[src/rtl/fetch_icache_ctrl.sv]
// -----------------------------------------------------------------------------
// fetch_icache_ctrl
//   Sequencer between the fetch-1 PC stage and the instruction cache. Issues
//   one icache read per accepted PC, tracks the single outstanding access,
//   discards stale responses after a flush and holds a returned word while
//   decode is stalled. Also drives the fetch-stage stall seen by fetch-2.
//
// Optional feature macro: FETCH_CTRL_PERF_EN
//   defined   : perf_miss_cycles / perf_drop_cnt are saturating counters
//   undefined : both perf ports are tied to zero and no counter flops exist
//
// Ports
//   clk, rst            clock, synchronous active-high reset
//   req_valid/req_pc    PC offered by fetch-1; accepted on req_valid & req_ready
//   req_ready           PC accept strobe back to fetch-1
//   is_flush            pipeline flush/redirect
//   is_stall            decode stall
//   ic_req/ic_addr      one-cycle icache read strobe and address
//   ic_ready/ic_data    one-cycle icache response pulse and instruction
//   resp_valid/inst/pc  instruction handed to fetch-2/decode
//   fetch_stall         fetch stage waiting on the icache
//   perf_miss_cycles    cycles with fetch_stall asserted
//   perf_drop_cnt       discarded icache responses
// -----------------------------------------------------------------------------
module fetch_icache_ctrl #(
    parameter int ADDR_W = 32,
    parameter int DATA_W = 32
) (
    input  logic              clk,
    input  logic              rst,
    input  logic              req_valid,
    input  logic [ADDR_W-1:0] req_pc,
    output logic              req_ready,
    input  logic              is_flush,
    input  logic              is_stall,
    output logic              ic_req,
    output logic [ADDR_W-1:0] ic_addr,
    input  logic              ic_ready,
    input  logic [DATA_W-1:0] ic_data,
    output logic              resp_valid,
    output logic [DATA_W-1:0] resp_inst,
    output logic [ADDR_W-1:0] resp_pc,
    output logic              fetch_stall,
    output logic [31:0]       perf_miss_cycles,
    output logic [15:0]       perf_drop_cnt
);

    typedef enum logic [1:0] {
        ST_IDLE = 2'd0,
        ST_WAIT = 2'd1,
        ST_HOLD = 2'd2,
        ST_DROP = 2'd3
    } state_t;

    state_t            r_state;
    state_t            w_next_state;
    logic [ADDR_W-1:0] r_pc;
    logic [DATA_W-1:0] r_hold_inst;
    logic [ADDR_W-1:0] r_hold_pc;
    logic              w_accept;
    logic              w_capture;

    // Next-state and combinational outputs; acceptance is resolved per state
    // into req_ready and then qualified with req_valid in one place below.
    always_comb begin
        w_next_state = r_state;
        req_ready    = 1'b0;
        resp_valid   = 1'b0;
        resp_inst    = {DATA_W{1'b0}};
        resp_pc      = {ADDR_W{1'b0}};
        fetch_stall  = 1'b0;
        w_capture    = 1'b0;
        case (r_state)
            ST_IDLE: begin
                req_ready = ~is_flush;
            end
            ST_WAIT: begin
                if (!ic_ready) begin
                    fetch_stall = 1'b1;
                    if (is_flush) begin
                        w_next_state = ST_DROP;
                    end else begin
                        w_next_state = ST_WAIT;
                    end
                end else if (is_flush) begin
                    // Response returns into a flush: discard it, no issue.
                    w_next_state = ST_IDLE;
                end else begin
                    resp_valid = 1'b1;
                    resp_inst  = ic_data;
                    resp_pc    = r_pc;
                    if (is_stall) begin
                        w_capture    = 1'b1;
                        w_next_state = ST_HOLD;
                    end else begin
                        req_ready    = 1'b1;
                        w_next_state = ST_IDLE;
                    end
                end
            end
            ST_HOLD: begin
                if (is_flush) begin
                    w_next_state = ST_IDLE;
                end else begin
                    resp_valid = 1'b1;
                    resp_inst  = r_hold_inst;
                    resp_pc    = r_hold_pc;
                    if (!is_stall) begin
                        req_ready    = 1'b1;
                        w_next_state = ST_IDLE;
                    end else begin
                        w_next_state = ST_HOLD;
                    end
                end
            end
            ST_DROP: begin
                fetch_stall = 1'b1;
                if (ic_ready) begin
                    req_ready    = ~is_flush;
                    w_next_state = ST_IDLE;
                end else begin
                    w_next_state = ST_DROP;
                end
            end
            default: begin
                w_next_state = ST_IDLE;
            end
        endcase
        // Any accepted PC issues immediately and overrides the IDLE target.
        if (w_accept) begin
            w_next_state = ST_WAIT;
        end else begin
            w_next_state = w_next_state;
        end
    end

    assign w_accept = req_valid & req_ready;
    assign ic_req   = w_accept;
    assign ic_addr  = req_pc;

    // State, outstanding PC and hold registers.
    always_ff @(posedge clk) begin
        if (rst) begin
            r_state     <= ST_IDLE;
            r_pc        <= {ADDR_W{1'b0}};
            r_hold_inst <= {DATA_W{1'b0}};
            r_hold_pc   <= {ADDR_W{1'b0}};
        end else begin
            r_state <= w_next_state;
            if (w_accept) begin
                r_pc <= req_pc;
            end
            if (w_capture) begin
                r_hold_inst <= ic_data;
                r_hold_pc   <= r_pc;
            end
        end
    end

`ifdef FETCH_CTRL_PERF_EN
    logic [31:0] r_perf_miss;
    logic [15:0] r_perf_drop;
    logic        w_drop;

    // A flushed HOLD word is deliberately not a drop: it was already delivered.
    assign w_drop = ic_ready & (((r_state == ST_WAIT) & is_flush) | (r_state == ST_DROP));

    // Saturating performance counters.
    always_ff @(posedge clk) begin
        if (rst) begin
            r_perf_miss <= 32'd0;
            r_perf_drop <= 16'd0;
        end else begin
            if (fetch_stall && (r_perf_miss != 32'hFFFF_FFFF)) begin
                r_perf_miss <= r_perf_miss + 32'd1;
            end
            if (w_drop && (r_perf_drop != 16'hFFFF)) begin
                r_perf_drop <= r_perf_drop + 16'd1;
            end
        end
    end

    assign perf_miss_cycles = r_perf_miss;
    assign perf_drop_cnt    = r_perf_drop;
`else
    assign perf_miss_cycles = 32'd0;
    assign perf_drop_cnt    = 16'd0;
`endif

endmodule

[config.mk]
export PLATFORM = sky130hd
export DESIGN_NAME = fetch_icache_ctrl
export DESIGN_NICKNAME = d
export VERILOG_FILES = /design/src/rtl/fetch_icache_ctrl.sv
export SDC_FILE = /design/constraint.sdc
export NUM_CORES = 1
export LEC_CHECK = 0
export ABC_AREA = 1
export CAP_MARGIN = 5
export CORE_AREA = 3 3 123 125
export DETAILED_ROUTE_END_ITERATION = 10
export DIE_AREA = 0 0 126 128
export HOLD_SLACK_MARGIN = 0.1
export PLACE_DENSITY = 0.72
export SLEW_MARGIN = 20
export SYNTH_ARGS = -nofsm -noshare
export SYNTH_HDL_FRONTEND = slang
export SYNTH_SLANG_ARGS = --single-unit
[constraint.sdc]
create_clock -name clk -period 2.2 [get_ports clk]
set_clock_uncertainty 0.2 [all_clocks]
set_input_delay 0.33 -clock clk [delete_from_list [all_inputs] [get_ports clk]]
set_output_delay 0.33 -clock clk [all_outputs]
set_load 0.02 [all_outputs]
==> impl_metrics.env, run 1 <==
export IMPL_grt_pass1_wl_um=27800
export IMPL_cp_required_ns=1.67
export IMPL_initial_core_util_pct=41.5
export IMPL_tritoncts="yes"
export IMPL_synth_compound_area_share_pct=11.6
export IMPL_vias=6076
export IMPL_finalInstanceArea_sq_mm=0.00839
export IMPL_postSynthAreaPerCell_sq_um=6.43
export IMPL_crit_path_top_delay_cell="dfxtp_2"
export IMPL_synthTopCellsByArea="dfxtp_1, nand2_1, a21oi_1"
export IMPL_cts_made_buffers=9
export IMPL_path_cells="inv_2 > buf_4 > ha_4 > inv_6 > buf_12 > a21oi_2 > buf_4"
export IMPL_clock_sinks=98
export IMPL_finalHoldViolCount=0
export IMPL_fmax_mhz=448
export IMPL_first_iter_violations=319
export IMPL_cts_buffer_depth=2
export IMPL_core_sq_mm=0.0140
export IMPL_startpoint_type="flip-flop"
export IMPL_synth_area_mux_share_pct=0
export IMPL_worst_slack_ns=-0.0316
export IMPL_cap_violations=0
export IMPL_p_leak_nw=3.45
export IMPL_yosysWarnings=0
export IMPL_row_count=43
export IMPL_synth_distinct_cells=18
export IMPL_critPathMaxFanout=24
export IMPL_io_buffer_count=169
export IMPL_grt_max_degree=67
export IMPL_n_antenna_cell=0
export IMPL_setup_tns_ns=-0.327
export IMPL_die_w_um=126
export IMPL_critPathKind="reg -> out"
export IMPL_crit_arrival_ns=1.70
export IMPL_cpPeakStageDelay_ns=0.34
export IMPL_synth_top_family_by_area="simple AND/OR/NAND/NOR gates"
export IMPL_fillerInstances=1300
export IMPL_postCtsHoldBufs=0
export IMPL_cp_end_kind="output port"
export IMPL_synth_area_sq_mm=0.00580
export IMPL_antenna_found_initial=0
export IMPL_power_density_mw_per_mm2=848
export IMPL_netlist_instances=902
export IMPL_crit_top_cell="buf_4"
export IMPL_post_route_period_util_pct=101
export IMPL_min_period_ns=2.23
export IMPL_worst_slew_pin_slew_ns=0.786
export IMPL_drt_total_wl_um=18900
export IMPL_grt_overflow_total=0
export IMPL_min_path_type="in -> reg"
export IMPL_clk_pin_slew_ns=0.06
export IMPL_cts_root_buffer="clkbuf_16"
export IMPL_slew_viol_final=0
export IMPL_placed_area_sq_mm=0.00747
export IMPL_clkLatencyLatePin_ns=0.35
export IMPL_die_h_um=128
export IMPL_io_pins=218
export IMPL_ir_drop_mv=0.800
export IMPL_first_pass_iters=5
export IMPL_grt_usage_pct=20.8
export IMPL_slew_limit_headroom_pct=47.6
export IMPL_rsz0062_at_grt="yes"
export IMPL_failed_checks="setup timing"
export IMPL_grt_pass1_vias=5564
export IMPL_ant_nets=0
export IMPL_yosys_area_top_type="dfxtp_1"
export IMPL_synth_top_cell_area_share_pct=33.8
export IMPL_synthXorXnorAreaFrac_pct=0
export IMPL_viasPerCell=4.97
export IMPL_ys_seq_area_share_pct=33.8
export IMPL_synth_adder_area_share_pct=0.862
export IMPL_setup_viol=24
export IMPL_htreeDepth=3
export IMPL_hpwl_um=10800
export IMPL_drive_gt1_share_pct=21.2
export IMPL_fin_util_pct=60.0
export IMPL_gp_congestion=0.787
export IMPL_drc=0
export IMPL_area_delta_synth_final_pct=44.5
export IMPL_drt_wirelength_per_cell_um=15.4
export IMPL_die_area_sq_mm=0.0161
export IMPL_synth_seq_cells=98
export IMPL_status="complete, but fails checks"
export IMPL_nNetsFinal=1112
export IMPL_yosys_area_share_simple_pct=30.7
## per-stage QoR
stage	std cells	power [mW]	setup WS [ns]	hold slack, ns
final	1223	7.11	-0.0316	0.216
after global routing	1223	7.54	-0.0957	0.245
after CTS	1217	6.80	-0.0337	0.219
after detailed placement	1192	5.02	-0.547	0.253
after global placement	1192	5.00	-0.513	0.249
after floorplan	949	3.96	0.150	0.241
## Yosys cell counts
cell,count
nor2_1,34
o21ai_0,3
nand2_2,2
a21oi_1,132
nand2_1,204
buf_6,3
conb_1,1
nand4_1,32
buf_1,11
nand3_1,131
inv_1,107
nand3_4,1
buf_2,25
dfxtp_1,98
ha_1,4
inv_2,2
clkbuf_1,31
buf_4,81
## final cells by class
type                            count  area, sq um  share of cell area [%]
Sequential cell                    98         1970                    23.5
Inverter                          109          432                    5.15
Tap cell                          180          225                    2.69
Clock buffer                       13          240                    2.86
Timing Repair Buffer              229         2470                    29.5
Clock inverter                      3         40.0                   0.477
Multi-Input combinational cell    591         3010                    35.9
## metal layers
layer  up-vias  GRT usage [%]  routed length, um
met1      2765           26.7               7870
met2       243           35.0               9160
met3        34           4.17               1310
met4         0           7.26                504
li1       3034              -                  -
met5         -              0                  0
## sequential cells by signal (all words and copies together), names as in the netlist
signal,count
r_pc,32
r_state,2
r_hold_inst,32
r_hold_pc,32
## layout by cell type (no fill, tap or decap), types with 6 or more instances in the layout
| cell type | instances |
|---|---|
| buf_12 | 16 |
| a21oi_2 | 54 |
| nand3_1 | 130 |
| buf_4 | 57 |
| nand2_2 | 6 |
| inv_1 | 102 |
| clkdlybuf4s50_1 | 97 |
| a21oi_1 | 76 |
| nand2_1 | 196 |
| conb_1 | 48 |
| buf_6 | 46 |
| dfxtp_1 | 96 |
| nand4_1 | 32 |
| nor2_1 | 34 |
| clkbuf_16 | 12 |
## what timing repair did
item,in CTS,in global routing
buffers inserted,6,1
gates cloned,4,6
setup endpoints to repair,68,126
gates resized for setup,362,121
pin swaps,4,3
## report_power, final
group          internal (mW)  switching [mW]  total (mW)
clock network          0.880           0.673        1.55
registers               2.01           0.183        2.19
logic                   1.29            2.08        3.37
total                   4.18            2.93        7.11
## critical path, delay by kind of cell, from the launching register on
kind / cells / cell delay [ns]
AO/OA/AOI/OAI: 1 / 0.14
adder cells (fa/ha/maj): 1 / 0.29
buffers and inverters: 5 / 0.57
flip-flops: 1 / 0.34
## final timing paths
kind | start | to | slack, ns | cells after the start
setup / recovery | r_state[1] | resp_inst[7] | -0.03 | 7
hold / removal | rst | r_pc[29] | 0.22 | 4
setup reg to reg | r_state[1] | r_hold_pc[24] | 0.05 | 12
hold reg to reg | r_hold_inst[31] | r_hold_inst[31] | 0.26 | 2
## kinds of logic after synthesis
group	Yosys count
and+or+nand+nor	404
buffers and inverters	260
AOI/OAI and AO/OA	135
DFF	98
adders and majority gates	4
other	1
Note: power is estimated with default switching activity, not from simulation.
==> inputs of run 2 (changes only) <==
--- a/config.mk
+++ b/config.mk
@@ -12,6 +12,7 @@
 export DIE_AREA = 0 0 126 128
 export HOLD_SLACK_MARGIN = 0.1
 export PLACE_DENSITY = 0.72
+export REMOVE_ABC_BUFFERS = 1
 export SLEW_MARGIN = 20
 export SYNTH_ARGS = -nofsm -noshare
 export SYNTH_HDL_FRONTEND = slang
==> run 2 against run 1 <==
- the flow still finishes with violations (setup timing)
- first-iteration DRC count increased by 35%
- clock power about the same
- cell count increased by 1.6%
- core utilization increased by 4.6 points
- global-route usage increased by 1.1 points
- clock-buffer cell count unchanged
- die area unchanged
- critical endpoint is now resp_pc[8]
- critical path depth increased by 1
- register-to-register slack improved by 0.11 ns
- combinational power increased by 33%
- final area increased by 7.7%
- largest power group unchanged
- worst hold slack improved by 0.042 ns
==> impl_metrics.env, run 2 (synthesized netlist as in run 1, its figures left out) <==
export IMPL_fillerInstances=1187
export IMPL_crit_path_top_delay_cell="dfxtp_2"
export IMPL_final_cell_mix="nand2_1, nand3_1, inv_1"
export IMPL_min_path_type="reg -> reg"
export IMPL_fmax_mhz=423
export IMPL_fin_util_pct=64.6
export IMPL_grt_max_degree=67
export IMPL_drc=0
export IMPL_critPathMaxFanout=8
export IMPL_total_power_mw=8.24
export IMPL_setup_tns_ns=-6.46
export IMPL_grt_usage_pct=22.0
export IMPL_n_antenna_cell=0
export IMPL_drt_total_wl_um=19500
export IMPL_viasPerCell=5.08
export IMPL_cts_root_buffer="clkbuf_16"
export IMPL_cp_required_ns=1.67
export IMPL_clkLatencyLatePin_ns=0.35
export IMPL_tritoncts="yes"
export IMPL_min_period_ns=2.36
export IMPL_grt_pass1_wl_um=29100
export IMPL_grt_pass1_vias=5777
export IMPL_whs_ns=0.259
export IMPL_worst_slew_pin_slew_ns=0.774
export IMPL_gp_congestion=0.781
export IMPL_wl_met1_um=8050
export IMPL_htreeDepth=3
export IMPL_first_pass_iters=5
export IMPL_vias=6320
export IMPL_die_h_um=128
export IMPL_slew_limit_headroom_pct=48.4
export IMPL_worst_path_buf_inv=6
export IMPL_top_regs="r_hold_inst (32), r_hold_pc (32), r_pc (32)"
export IMPL_die_area_sq_mm=0.0161
export IMPL_nNetsFinal=1133
export IMPL_layout_commonest_cell="nand2_1"
export IMPL_slew_viol_final=0
export IMPL_finalHoldViolCount=0
export IMPL_wl_met2_um=9630
export IMPL_cap_violations=0
export IMPL_crit_arrival_ns=1.83
export IMPL_setup_viol=65
export IMPL_ant_nets=0
export IMPL_first_iter_violations=430
export IMPL_drive_gt1_share_pct=25.3
export IMPL_post_route_period_util_pct=107
export IMPL_status="complete, but fails checks"
export IMPL_dp_cells=1193
export IMPL_antenna_found_initial=0
export IMPL_postCtsHoldBufs=0
export IMPL_dpl_worst_slack_ns=-0.633
export IMPL_critPathKind="reg -> out"
export IMPL_path_cells="inv_2 > buf_6 > ha_4 > clkinvlp_4 > buf_12 > buf_16 > a21oi_2 > buf_4"
export IMPL_ir_drop_mv=0.685
export IMPL_clock_sinks=98
export IMPL_grt_overflow_total=0
export IMPL_worst_slack_ns=-0.162
export IMPL_row_count=43
export IMPL_failed_checks="setup timing"
export IMPL_drt_wirelength_per_cell_um=15.7
export IMPL_cts_buffer_depth=2
export IMPL_area_delta_synth_final_pct=55.6
export IMPL_fin_cells=1243
export IMPL_seqCellArea_sq_mm=0.00197
export IMPL_p_leak_nw=3.67
export IMPL_finalInstanceArea_sq_mm=0.00903
export IMPL_initial_core_util_pct=41.5
export IMPL_io_buffer_count=169
export IMPL_die_w_um=126
export IMPL_cp_end_kind="output port"
export IMPL_critPathTopFamily="buffers and inverters"
export IMPL_highest_layer="met4"
export IMPL_cts_made_buffers=9
export IMPL_multi_input_area_sq_mm=0.00335
export IMPL_wl_met3_um=1530
export IMPL_core_sq_mm=0.0140
export IMPL_io_pins=218
export IMPL_placed_area_sq_mm=0.00750
export IMPL_reg2reg_slack_ns=0.16
export IMPL_rsz0062_at_grt="yes"
export IMPL_clk_pin_slew_ns=0.06
export IMPL_power_density_mw_per_mm2=912
export IMPL_hpwl_um=11100
export IMPL_startpoint_type="flip-flop"
export IMPL_cpPeakStageDelay_ns=0.33
-- run 2: cell count changes in the layout (fill, tap and decap cells not counted), sizes merged, moves of 2 or more --
cell,previous run,this run
clkdlybuf4s50,97,99
buf,125,143
dlymetal6s2s,2,0
bufbuf,1,3
-- run 2: path summary, 6_finish.rpt --
| kind | from | to | cells after the start |
|---|---|---|---|
| min | r_hold_inst[12] | r_hold_inst[12] | 2 |
| max reg2reg | r_state[1] | r_hold_inst[17] | 12 |
| min reg2reg | r_hold_inst[12] | r_hold_inst[12] | 2 |
| max | r_state[1] | resp_pc[8] | 8 |
-- run 2: per-layer routing --
metal	up-vias	global-route usage (%)
met5	-	0
met4	0	7.07
met3	25	4.79
met2	283	36.5
met1	2941	28.5
li1	3071	-
-- run 2: area by class of cell --
type	count	area share (%)
Multi-Input combinational cell	591	37.1
Timing Repair Buffer	249	30.7
Sequential cell	98	21.8
Inverter	109	4.70
Clock buffer	13	3.10
Tap cell	180	2.49
Clock inverter	2	0.111
Timing Repair inverter	1	0.0831
-- run 2: power by group --
| part | internal [mW] | total, mW | switching, mW | leakage [nW] |
|---|---|---|---|---|
| clock network | 0.881 | 1.55 | 0.671 | 0.147 |
| logic | 1.93 | 4.48 | 2.55 | 2.73 |
| registers | 2.01 | 2.21 | 0.201 | 0.797 |
| total | 4.82 | 8.24 | 3.42 | 3.67 |
-- run 2: timing repair --
action / 4_1_cts / 5_1_grt
setup endpoints to repair: 68 / 68
pin swaps: 10 / 16
resized for setup: 446 / 112
cloned: 8 / 4
setup buffers: 20 / 8
-- run 2: worst min-delay path: cells and delay by family, from the launching register on --
| family | cells | cell delay (ns) |
|---|---|---|
| simple gates | 1 | 0.06 |
| compound gates | 1 | 0.05 |
| flops | 1 | 0.31 |
